### config.mk
export PLATFORM = sky130hd
export DESIGN_NAME = stc0_stim_gen_flat
export DESIGN_NICKNAME = d
export VERILOG_FILES = /design/src/rtl/stc0_stim_gen_if.sv /design/src/rtl/stc0_stim_gen.sv /design/src/flat_wrapper.sv
export SDC_FILE = /design/constraint.sdc
export NUM_CORES = 1
export LEC_CHECK = 0
export ABC_AREA = 1
export CAP_MARGIN = 40
export CORE_UTILIZATION = 45
export DETAILED_ROUTE_END_ITERATION = 6
export GPL_TIMING_DRIVEN = 1
export SLEW_MARGIN = 25
export SYNTH_ARGS = -nofsm -noshare
export SYNTH_HDL_FRONTEND = slang
export SYNTH_SLANG_ARGS = --single-unit
### constraint.sdc
create_clock -name Clk -period 2.99 [get_ports Clk]
set_input_delay 0.4485 -clock Clk [delete_from_list [all_inputs] [get_ports Clk]]
set_output_delay 0.4485 -clock Clk [all_outputs]
set_load 0.02 [all_outputs]
### src/rtl/stc0_stim_gen_if.sv
// Simple write bus carrying register and ingress writes into the stimulus generator.
// One word-addressed write per cycle while WriteDataValid is high.
interface stc0_stim_gen_if;
    logic [23:2] WriteAddr;
    logic [31:0] WriteData;
    logic        WriteDataValid;

    modport master (output WriteAddr, output WriteData, output WriteDataValid);
    modport slave  (input WriteAddr, input WriteData, input WriteDataValid);
endinterface

### src/rtl/stc0_stim_gen.sv
// Multi-channel stimulus generator: each channel emits bus-written ingress samples, an LFSR,
// a ramp or zero, paced by a stride counter and terminated by an iteration count.
module stc0_stim_gen #(
    parameter int unsigned DATA_WIDTH  = 16,
    parameter int unsigned NUM_CH      = 2,
    parameter int unsigned STRIDE_W    = 8,
    parameter int unsigned ITER_W      = 32,
    parameter logic [11:0] BASE_REGION = 12'h000
) (
    input  logic                           Clk,
    input  logic                           ARstN,
    stc0_stim_gen_if.slave                 bus,
    output logic [NUM_CH*2*DATA_WIDTH-1:0] Egress,
    output logic [NUM_CH-1:0]              EgressValid,
    output logic                           Busy,
    output logic                           Done,
    output logic [ITER_W-1:0]              IterCount
);
    localparam int unsigned EgW = 2 * DATA_WIDTH;

    typedef enum logic [1:0] {StIdle, StLoad, StRun, StDone} stateT;

    stateT               state;
    logic                iterSrc;
    logic [STRIDE_W-1:0] strideReg;
    logic [STRIDE_W-1:0] strideCnt;
    logic [STRIDE_W-1:0] strideLast;
    logic [ITER_W-1:0]   iterReg;
    logic [ITER_W-1:0]   iterNext;
    logic [2*NUM_CH-1:0] srcSel;
    logic [31:0]         seed    [NUM_CH];
    logic [31:0]         gen     [NUM_CH];
    logic [31:0]         stepped [NUM_CH];
    logic [31:0]         loadVal [NUM_CH];
    logic [31:0]         seed0Loaded;

    logic                hit;
    logic [11:0]         offset;
    logic [2:0]          regCh;
    logic [NUM_CH-1:0]   chSel;
    logic                wrCtrl, wrStride, wrIter, wrSrcSel, wrSeed, wrIngress;
    logic                startReq, abortReq, update, iterInc;

    function automatic logic [31:0] lfsrStep(input logic [31:0] q);
        return {q[30:0], q[31] ^ q[21] ^ q[1] ^ q[0]};
    endfunction

    always_comb begin
        hit       = bus.WriteDataValid && (bus.WriteAddr[23:12] == BASE_REGION);
        offset    = {bus.WriteAddr[11:2], 2'b00};
        regCh     = offset[4:2];
        wrCtrl    = hit && (offset == 12'h000);
        wrStride  = hit && (offset == 12'h004);
        wrIter    = hit && (offset == 12'h008);
        wrSrcSel  = hit && (offset == 12'h00C);
        wrSeed    = hit && (offset[11:5] == 7'd2);
        wrIngress = hit && (offset[11:5] == 7'd4);
        // ABORT outranks START when both arrive in one CTRL write
        abortReq  = wrCtrl && bus.WriteData[2];
        startReq  = wrCtrl && bus.WriteData[0] && !bus.WriteData[2];

        chSel = '0;
        for (int unsigned ch = 0; ch < NUM_CH; ch++) begin
            chSel[ch]   = (32'(regCh) == ch);
            loadVal[ch] = (srcSel[2*ch +: 2] == 2'd1 && seed[ch] == 32'd0) ? 32'd1 : seed[ch];
            unique case (srcSel[2*ch +: 2])
                2'd1:    stepped[ch] = lfsrStep(gen[ch]);
                2'd2:    stepped[ch] = gen[ch] + 32'd1;
                default: stepped[ch] = gen[ch];
            endcase
        end

        strideLast = (strideReg == '0) ? '0 : strideReg - STRIDE_W'(1);
        update     = (state == StRun) && (strideCnt == strideLast) && !abortReq;
        iterNext   = IterCount + ITER_W'(1);
        iterInc    = iterSrc ? (stepped[0] == seed0Loaded) : 1'b1;
    end

    always_ff @(posedge Clk or negedge ARstN) begin
        if (!ARstN) begin
            state       <= StIdle;
            iterSrc     <= 1'b0;
            strideReg   <= '0;
            strideCnt   <= '0;
            iterReg     <= '0;
            srcSel      <= '0;
            seed0Loaded <= '0;
            for (int unsigned ch = 0; ch < NUM_CH; ch++) begin
                seed[ch] <= '0;
                gen[ch]  <= '0;
            end
            Egress      <= '0;
            EgressValid <= '0;
            Busy        <= 1'b0;
            Done        <= 1'b0;
            IterCount   <= '0;
        end else begin
            EgressValid <= '0;
            Done        <= 1'b0;

            if (!Busy) begin
                if (wrCtrl)   iterSrc   <= bus.WriteData[1];
                if (wrStride) strideReg <= bus.WriteData[STRIDE_W-1:0];
                if (wrIter)   iterReg   <= bus.WriteData[ITER_W-1:0];
                if (wrSrcSel) srcSel    <= bus.WriteData[2*NUM_CH-1:0];
                for (int unsigned ch = 0; ch < NUM_CH; ch++) begin
                    if (wrSeed && chSel[ch]) seed[ch] <= bus.WriteData;
                end
            end

            for (int unsigned ch = 0; ch < NUM_CH; ch++) begin
                if (wrIngress && chSel[ch] && srcSel[2*ch +: 2] == 2'd0) begin
                    Egress[ch*EgW +: EgW] <= bus.WriteData[EgW-1:0];
                    EgressValid[ch]       <= 1'b1;
                end
            end

            unique case (state)
                StIdle: begin
                    if (startReq) begin
                        state <= StLoad;
                        Busy  <= 1'b1;
                    end
                end
                StLoad: begin
                    for (int unsigned ch = 0; ch < NUM_CH; ch++) gen[ch] <= loadVal[ch];
                    seed0Loaded <= loadVal[0];
                    strideCnt   <= '0;
                    IterCount   <= '0;
                    if (abortReq) begin
                        state <= StIdle;
                        Busy  <= 1'b0;
                    end else begin
                        state <= StRun;
                    end
                end
                StRun: begin
                    if (abortReq) begin
                        state <= StIdle;
                        Busy  <= 1'b0;
                    end else if (update) begin
                        strideCnt <= '0;
                        for (int unsigned ch = 0; ch < NUM_CH; ch++) begin
                            if (srcSel[2*ch +: 2] != 2'd0) begin
                                Egress[ch*EgW +: EgW] <=
                                    (srcSel[2*ch +: 2] == 2'd3) ? '0 : gen[ch][EgW-1:0];
                                EgressValid[ch] <= 1'b1;
                                gen[ch]         <= stepped[ch];
                            end
                        end
                        if (iterInc) begin
                            IterCount <= iterNext;
                            // ITERATIONS of zero never matches, so the run continues until ABORT
                            if (iterReg != '0 && iterNext == iterReg) begin
                                state <= StDone;
                                Busy  <= 1'b0;
                                Done  <= 1'b1;
                            end
                        end
                    end else begin
                        strideCnt <= strideCnt + STRIDE_W'(1);
                    end
                end
                StDone: state <= StIdle;
                default: state <= StIdle;
            endcase
        end
    end
endmodule
### src/flat_wrapper.sv
// flat-port wrapper written by rule: the top's interface ports become plain ports
module stc0_stim_gen_flat 
#(
    parameter int unsigned DATA_WIDTH  = 16,
    parameter int unsigned NUM_CH      = 2,
    parameter int unsigned STRIDE_W    = 8,
    parameter int unsigned ITER_W      = 32,
    parameter logic [11:0] BASE_REGION = 12'h000
)
  (Clk, ARstN, Egress, EgressValid, Busy, Done, IterCount, bus_WriteAddr, bus_WriteData, bus_WriteDataValid);
  stc0_stim_gen_if bus_i ();
  input  logic Clk;
  input  logic ARstN;
  output logic [NUM_CH*2*DATA_WIDTH-1:0] Egress;
  output logic [NUM_CH-1:0] EgressValid;
  output logic Busy;
  output logic Done;
  output logic [ITER_W-1:0] IterCount;
  input wire logic [$bits(bus_i.WriteAddr)-1:0] bus_WriteAddr;
  input wire logic [$bits(bus_i.WriteData)-1:0] bus_WriteData;
  input wire logic [$bits(bus_i.WriteDataValid)-1:0] bus_WriteDataValid;
  assign bus_i.WriteAddr = bus_WriteAddr;
  assign bus_i.WriteData = bus_WriteData;
  assign bus_i.WriteDataValid = bus_WriteDataValid;
  stc0_stim_gen #(.DATA_WIDTH(DATA_WIDTH), .NUM_CH(NUM_CH), .STRIDE_W(STRIDE_W), .ITER_W(ITER_W), .BASE_REGION(BASE_REGION)) u_core (.Clk(Clk), .ARstN(ARstN), .bus(bus_i), .Egress(Egress), .EgressValid(EgressValid), .Busy(Busy), .Done(Done), .IterCount(IterCount));
endmodule
Word-level counts from Yosys, hierarchy flattened
Index checks and enable logic that the tools add are counted.
{"block": "word_totals", "elab_cells": 159, "output_inout_bits": 100, "reg_bits": 315}
{"block": "classes", "n_reduce_logical": 49, "eq_ne": 29, "bitwise": 7, "muxes": 53, "add_sub_neg": 5}
{"cell": "$mux 32", "count": 13}
{"cell": "$mux 64", "count": 5}
{"cell": "$pmux 32 s2", "count": 3}
{"cell": "$pmux 64 s2", "count": 1}
{"cell": "$add 32x1->32 const B", "count": 3}
{"cell": "$eq 32x32->1", "count": 2}
{"cell": "$logic_not 32->1", "count": 2}
{"cell": "$reduce_bool 32->1", "count": 1}
{"cell": "$mux 8", "count": 3}
{"cell": "$logic_and 1x1->1", "count": 21}
{"cell": "$eq 10x2->1 const B", "count": 2}
{"cell": "$mux 2", "count": 9}
{"cell": "$mux 1", "count": 16}
{"cell": "$pmux 8 s2", "count": 1}
{"cell": "$reduce_and 2->1", "count": 7}
{"cell": "$eq 2x2->1 const B", "count": 6}
{"cell": "$logic_not 12->1", "count": 1}
{"cell": "$reduce_and 4->1", "count": 3}
{"cell": "$eq 10x1->1 const B", "count": 1}
{"cell": "$logic_not 10->1", "count": 1}
{"cell": "$add 8x1->8 const B", "count": 1}
{"cell": "$eq 8x8->1", "count": 1}
{"cell": "$logic_not 8->1", "count": 1}
{"cell": "$ne 2x1->1 const B", "count": 4}
{"cell": "other kinds (19)", "count": 35}

Depth between registers and ports, before layout
{"block": "depth", "depth_word": 10, "depth_mapped": 23}

Worst setup path before layout
No wires, ideal clock.
{"block": "synth_path", "path_type": "flip-flop to flip-flop", "start": "reg u_core.srcSel[0]", "end": "reg u_core.IterCount[19]", "arrival_ns": 2.515, "slack_ns": 0.357, "required_time_ns": 2.872, "stages_incl_launch_ff": 22, "path_cell_list": "dfrtp_1 inv_1 ha_1 inv_1 clkbuf_1 clkbuf_1 a21oi_1 nand2_1 nand2_1 nand2_1 nand4_1 nor2_1 nand2_1 nor2_1 nand3_1 nand2_1 inv_2 nand2_4 nand3_2 buf_2 nand2_1 nand2_1"}
{"block": "synth_via", "elab_chain_cells": 6, "elab_cells_between_ends": 7, "cone_classes": "4 x eq/ne; 2 x mux; 1 x reduce/logical"}
{"element": "start, declared", "line_no": "stc0_stim_gen.sv:30", "rtl": "logic [2*NUM_CH-1:0] srcSel;"}
{"element": "start signal, assigned", "line_no": "stc0_stim_gen.sv:105", "rtl": "if (wrSrcSel) srcSel <= bus.WriteData[2*NUM_CH-1:0];"}
{"element": "$eq 2x2->1 / $eq 2x1->1 (equally long branches)", "line_no": "stc0_stim_gen.sv:66", "rtl": "unique case (srcSel[2*ch +: 2])"}
{"element": "$pmux 32 s2 (*)", "line_no": "stc0_stim_gen.sv:66"}
{"element": "$eq 32x32->1 (*)", "line_no": "stc0_stim_gen.sv:76", "rtl": "iterInc = iterSrc ? (stepped[0] == seed0Loaded) : 1'b1;"}
{"element": "$mux 1 (*)", "line_no": "stc0_stim_gen.sv:76"}
{"element": "$ne 2x1->1 (no line) (*)"}
{"element": "$reduce_and 4->1 (no line) (*)"}
{"element": "end signal, assigned", "line_no": "stc0_stim_gen.sv:152", "rtl": "IterCount <= iterNext;"}
{"element": "end, declared", "line_no": "stc0_stim_gen.sv:17", "rtl": "output logic [ITER_W-1:0] IterCount"}
Every way passes the cells marked *; elsewhere a longest branch is shown, timed or not.
A chain may end at the register's enable or synchronous reset.

Worst setup path after layout
{"block": "layout_path", "start": "reg u_core.gen[33] (netlist name)", "end": "reg u_core.IterCount[10]"}
{"block": "layout_via", "elab_chain_cells": 7, "elab_cells_between_ends": 8, "cone_classes": "1 x add/sub; 2 x eq/ne; 2 x mux; 2 x bitwise; 1 x reduce/logical"}
{"element": "start, declared", "line_no": "stc0_stim_gen.sv:32", "rtl": "logic [31:0] gen [NUM_CH];"}
{"element": "start signal, assigned by index", "line_no": "stc0_stim_gen.sv:148", "rtl": "gen[ch] <= stepped[ch];"}
{"element": "parallel branches: the longest is 2 deep, another holds $add 32x1->32"}
{"element": "$pmux 32 s2 (*)", "line_no": "stc0_stim_gen.sv:66"}
{"element": "$eq 32x32->1 (*)", "line_no": "stc0_stim_gen.sv:76"}
{"element": "$mux 1 (*)", "line_no": "stc0_stim_gen.sv:76"}
{"element": "$ne 2x1->1 (no line) (*)"}
{"element": "$reduce_and 4->1 (no line) (*)"}
Mark *: on every way between the ends.

==> run_results.csv <==
group,metric,value,unit
detailed_routing,drt_iter0_markers,1821,
outcome,violations,"negative setup slack",
clock_network,clk_latency,0.56,ns
timing,setup_viol,32,
global_routing,grt_usage,32.4,%
place,hpwl,50.3,mm
detailed_routing,wl_per_cell,20.5,um
pwr,power_frac_comb,3.4,%
global_routing,grt_pass1_wl,108,mm
timing,rsz0062_at_grt,"true",
floorplan,die_h,208,um
timing,fin_skew,0.0166,ns
timing,tightest_slew,0.817,ns
timing,fin_crit,3.05,ns
worst_setup_path,timing.rr.start,"u_core.gen[33]$_DFFE_PN0P_",
pwr,pwr-share-seq,45.1,%
detailed_routing,num_vias,19600,
timing,final.period_utilization,102,%
place,portBuffers,156,
global_routing,grt_start_max_net_pins,74,
detailed_routing,drc_errors,0,
final_layout,drive_gt1_share,15.2,%
floorplan,die_w,208,um
place,dpl_worst_slack,-0.391,ns
synth,netlist_instances,2684,
global_routing,grt_pass1_vias,18500,
final_layout,fillers,3882,
worst_setup_path,required,3.43,ns
timing,hold_violations,0,
clock_network,numCtsBuffers,38,
worst_setup_path,crit_path_max_fanout,8,
clock_network,cts-root-buf,"clkbuf_16",
worst_setup_path,path_class,"flip-flop to flip-flop",
worst_setup_path,reg2reg_depth,23,
worst_setup_path,start_kind,"flip-flop",
clock_network,htreeDepth,2,
worst_setup_path,cpPeakStageDelay,0.36,ns
clock_network,cts_sinks,315,
final_layout,fin_cells,3541,
floorplan,die-area,43300,um2
pwr,ir_worst_vdd,0.369,mV
global_routing,antenna_found_initial,2,
synth,synth_area_leaders,"dfrtp_1 (41%), nand2_1 (15%), o21ai_0 (8.6%), inv_1 (5.3%), nor2_1 (4.6%)",
synth,yosysWarningCount,0,
worst_setup_path,r2r_slack,-0.06,ns
synth,syn_area,19100,um2
synth,syn_area_per_cell,7.13,um2
synth,synth.distinct_cells,52,
synth,synthArstFlopShare,100,%
synth,yosysSeqAreaShare,41.2,%
pwr,clockPowerShare,51.4,%
synth,synth_top_area_share,41.2,%
worst_setup_path,crit_top_cell,"nand2_1",
worst_setup_path,endpoint_kind,"flip-flop",
hold_path,hold_path.class,"flip-flop to flip-flop",
timing,finalMaxSlewViolations,0,
global_routing,grt_remaining_overflow,0,
job,cap_violations,0,
worst_setup_path,path_buf_inv,2,
synth,ys_ff_latch,315,
outcome,status,"finished, violations left",
detailed_routing,routed_wl,72.4,mm
hold_path,holdPathStages,2,
pwr,intPower,7.26,mW
timing,whs,0.487,ns
worst_setup_path,crit_path_cell_trace,"ha_2 > nand2_2 > nor2_4 > nand2_4 > nor2_1 > nand2_1 > nand2_1 > nand3_1 > nand2_1 > nand2_1 > nand2_1 > nand2_1 > nor2_2 > nand2_1 > nor2_2 > nand3_4 > nand2_4 > inv_4 > nand2_4 > nand3_4 > buf_16 > nand2_2 > nand2_1",
synth,yosys.area.top_type,"dfrtp_1",
detailed_routing,first_pass_iters,6,
detailed_routing,antenna_left,0,
clock_network,cts_tree,"built",
floorplan,initial_core_util,45.6,%
detailed_routing,viasPerCell,5.55,
hold_path,hp-start,"u_core.gen[12]$_DFFE_PN0P_",
timing,final.setup.worst_slack,-0.0558,ns
place,dp.cells,3436,
worst_setup_path,worstReg2RegEnd,"u_core.IterCount[10]$_DFFE_PN0P_",
synth,ys.flop_type,"dfrtp_1",
synth,syn_nets,2755,
final_layout,seqCellArea,7880,um2
floorplan,num_rows,75,
place,gp_congestion,0.993,
worst_setup_path,slowest_stage,"dfrtp_1",
pwr,power_switching_share,23.1,%
timing,fmax,328,MHz
hold_path,hold_end,"u_core.gen[12]$_DFFE_PN0P_",
final_layout,syn_to_final_growth,29.8,%
clock_network,clk_path_buf_depth,3,
worst_setup_path,critPathArrivalTime,3.49,ns
worst_setup_path,cp_top_family,"simple AND/OR/NAND/NOR gates",
final_layout,multiInputGateArea,10200,um2
floorplan,pin_count,157,
pwr,power_switching,2.18,mW
pwr,power_density,380,nW/um2
pwr,leakagePower,11.1,nW
synth,synth_edf_count,0,
floorplan,core_area,41900,um2
final_layout,final_nets,3044,
clock_network,path_clk_slew,0.06,ns
timing,relSlewSlack,45.0,%
[state kept, by name, summed over array words and instances, names as in the netlist, 4 cells and up]
| name | flops |
|---|---|
| u_core.Egress | 64 |
| u_core.gen | 64 |
| u_core.seed | 64 |
| u_core.IterCount | 32 |
| u_core.iterReg | 32 |
| u_core.seed0Loaded | 32 |
| u_core.strideCnt | 8 |
| u_core.strideReg | 8 |
| u_core.srcSel | 4 |
[cell usage in the layout, fill, tap and decap left out, types with 8 or more instances in the layout]
| cell | n |
|---|---|
| clkbuf_16 | 46 |
| a22oi_1 | 8 |
| nor2_4 | 10 |
| clkdlybuf4s50_1 | 155 |
| buf_12 | 20 |
| nand2_1 | 712 |
| nor4_1 | 25 |
| nor3_1 | 43 |
| buf_6 | 8 |
| nand3_1 | 168 |
| clkbuf_8 | 10 |
| dfrtp_1 | 315 |
| o21ai_1 | 18 |
| o21ai_2 | 13 |
| nor2_2 | 27 |
| o21ai_0 | 318 |
| nand2_2 | 42 |
| a21oi_1 | 77 |
| buf_4 | 171 |
| nand2_4 | 15 |
| o22ai_2 | 19 |
| xnor2_1 | 8 |
| o211ai_1 | 33 |
| nor2_1 | 213 |
| nand4_1 | 70 |
| xor2_1 | 54 |
| inv_1 | 261 |
| inv_2 | 11 |
[through the flow]
step / utilization (%) / TNS [ns] / power [mW] / area (um2)
after floorplan: - / 0 / 4.38 / 19100
after global placement: 53.5 / -14.25 / 4.67 / 22400
after detailed placement: 53.6 / -13.13 / 4.67 / 22500
after CTS: 57.6 / -0.545 / 9.52 / 24200
after global routing: 59.2 / -7.80 / 9.67 / 24800
final: 59.2 / -1.18 / 9.44 / 24800
[logic make-up after synthesis]
| kind of cell | share of synthesized area (%) |
|---|---|
| buf+inv | 8.00 |
| mux | 0.163 |
| xor+xnor | 3.61 |
| flops | 41.2 |
| compound gates | 15.5 |
| simple gates | 30.6 |
| fa+ha+maj | 0.916 |
[worst max path at each step]
stage	startpoint	to	slack, ns	cells after the start
5_1_grt	u_core.gen[32]$_DFFE_PN0P_	u_core.IterCount[3]$_DFFE_PN0P_	-0.21	22
6_report	u_core.gen[33]$_DFFE_PN0P_	u_core.IterCount[10]$_DFFE_PN0P_	-0.06	23
3_5_place_dp	u_core.srcSel[1]$_DFFE_PN0P_	u_core.IterCount[22]$_DFFE_PN0P_	-0.39	20
3_3_place_gp	u_core.srcSel[0]$_DFFE_PN0P_	u_core.IterCount[18]$_DFFE_PN0P_	-0.37	22
4_1_cts	u_core.gen[33]$_DFFE_PN0P_	u_core.IterCount[13]$_DFFE_PN0P_	-0.03	25
2_1_floorplan	u_core.srcSel[0]$_DFFE_PN0P_	u_core.IterCount[19]$_DFFE_PN0P_	0.36	21
[power groups by stage]
stage	Sequential (mW)	Combinational (mW)	Clock (mW)
floorplan	4.34	0.0340	0
global placement	4.34	0.325	0
detailed placement	4.34	0.326	0
CTS	4.26	0.328	4.93
global route	4.26	0.345	5.07
finish	4.26	0.322	4.86
[metal layers]
layer	vias to the layer above	wire length [um]	track usage, %
met5	-	0	0
met4	0	3420	14.5
met3	154	3680	3.17
met2	700	34300	54.1
met1	9386	31000	42.6
li1	9403	-	-
[worst min-delay path: stages, from the launching register on]
cell and delay (ns):
dfrtp_1 0.34, nand2_1 0.05, o21ai_0 0.06
[final cells by class]
type,count,area share (%)
multi-input cells,1974,41.3
flip-flops and latches,315,31.7
repair buffers,370,14.9
clock buffers,54,4.56
inverters,274,4.16
well taps,539,2.72
clock inverters,13,0.615
diodes,2,0.0201
[Yosys cell counts, types with 5 or more instances]
master / number
o211ai_1: 33
o21ai_0: 329
xor2_1: 58
nand4_1: 70
nor2_2: 9
xnor2_1: 8
o21ai_2: 9
clkbuf_1: 98
a22oi_1: 8
nor4_1: 25
a2bb2oi_1: 7
buf_2: 16
nand3_1: 175
nor2_1: 237
nand3b_1: 7
o21ai_1: 11
a21oi_1: 80
dfrtp_1: 315
or2_2: 7
ha_1: 14
xnor3_1: 5
o22ai_2: 21
nor3b_1: 6
nand2_2: 5
nor3_1: 43
nand2_1: 764
inv_1: 270
[repair_timing]
action                     4_1_cts  5_1_grt
buffers inserted                 7       15
gates resized for setup         70       98
pin swaps                       15       35
setup endpoints to repair       36      127
hold endpoints to repair        66        0
hold buffers                     1        0
cloned                           4       10
(Power assumes the default switching activity.)
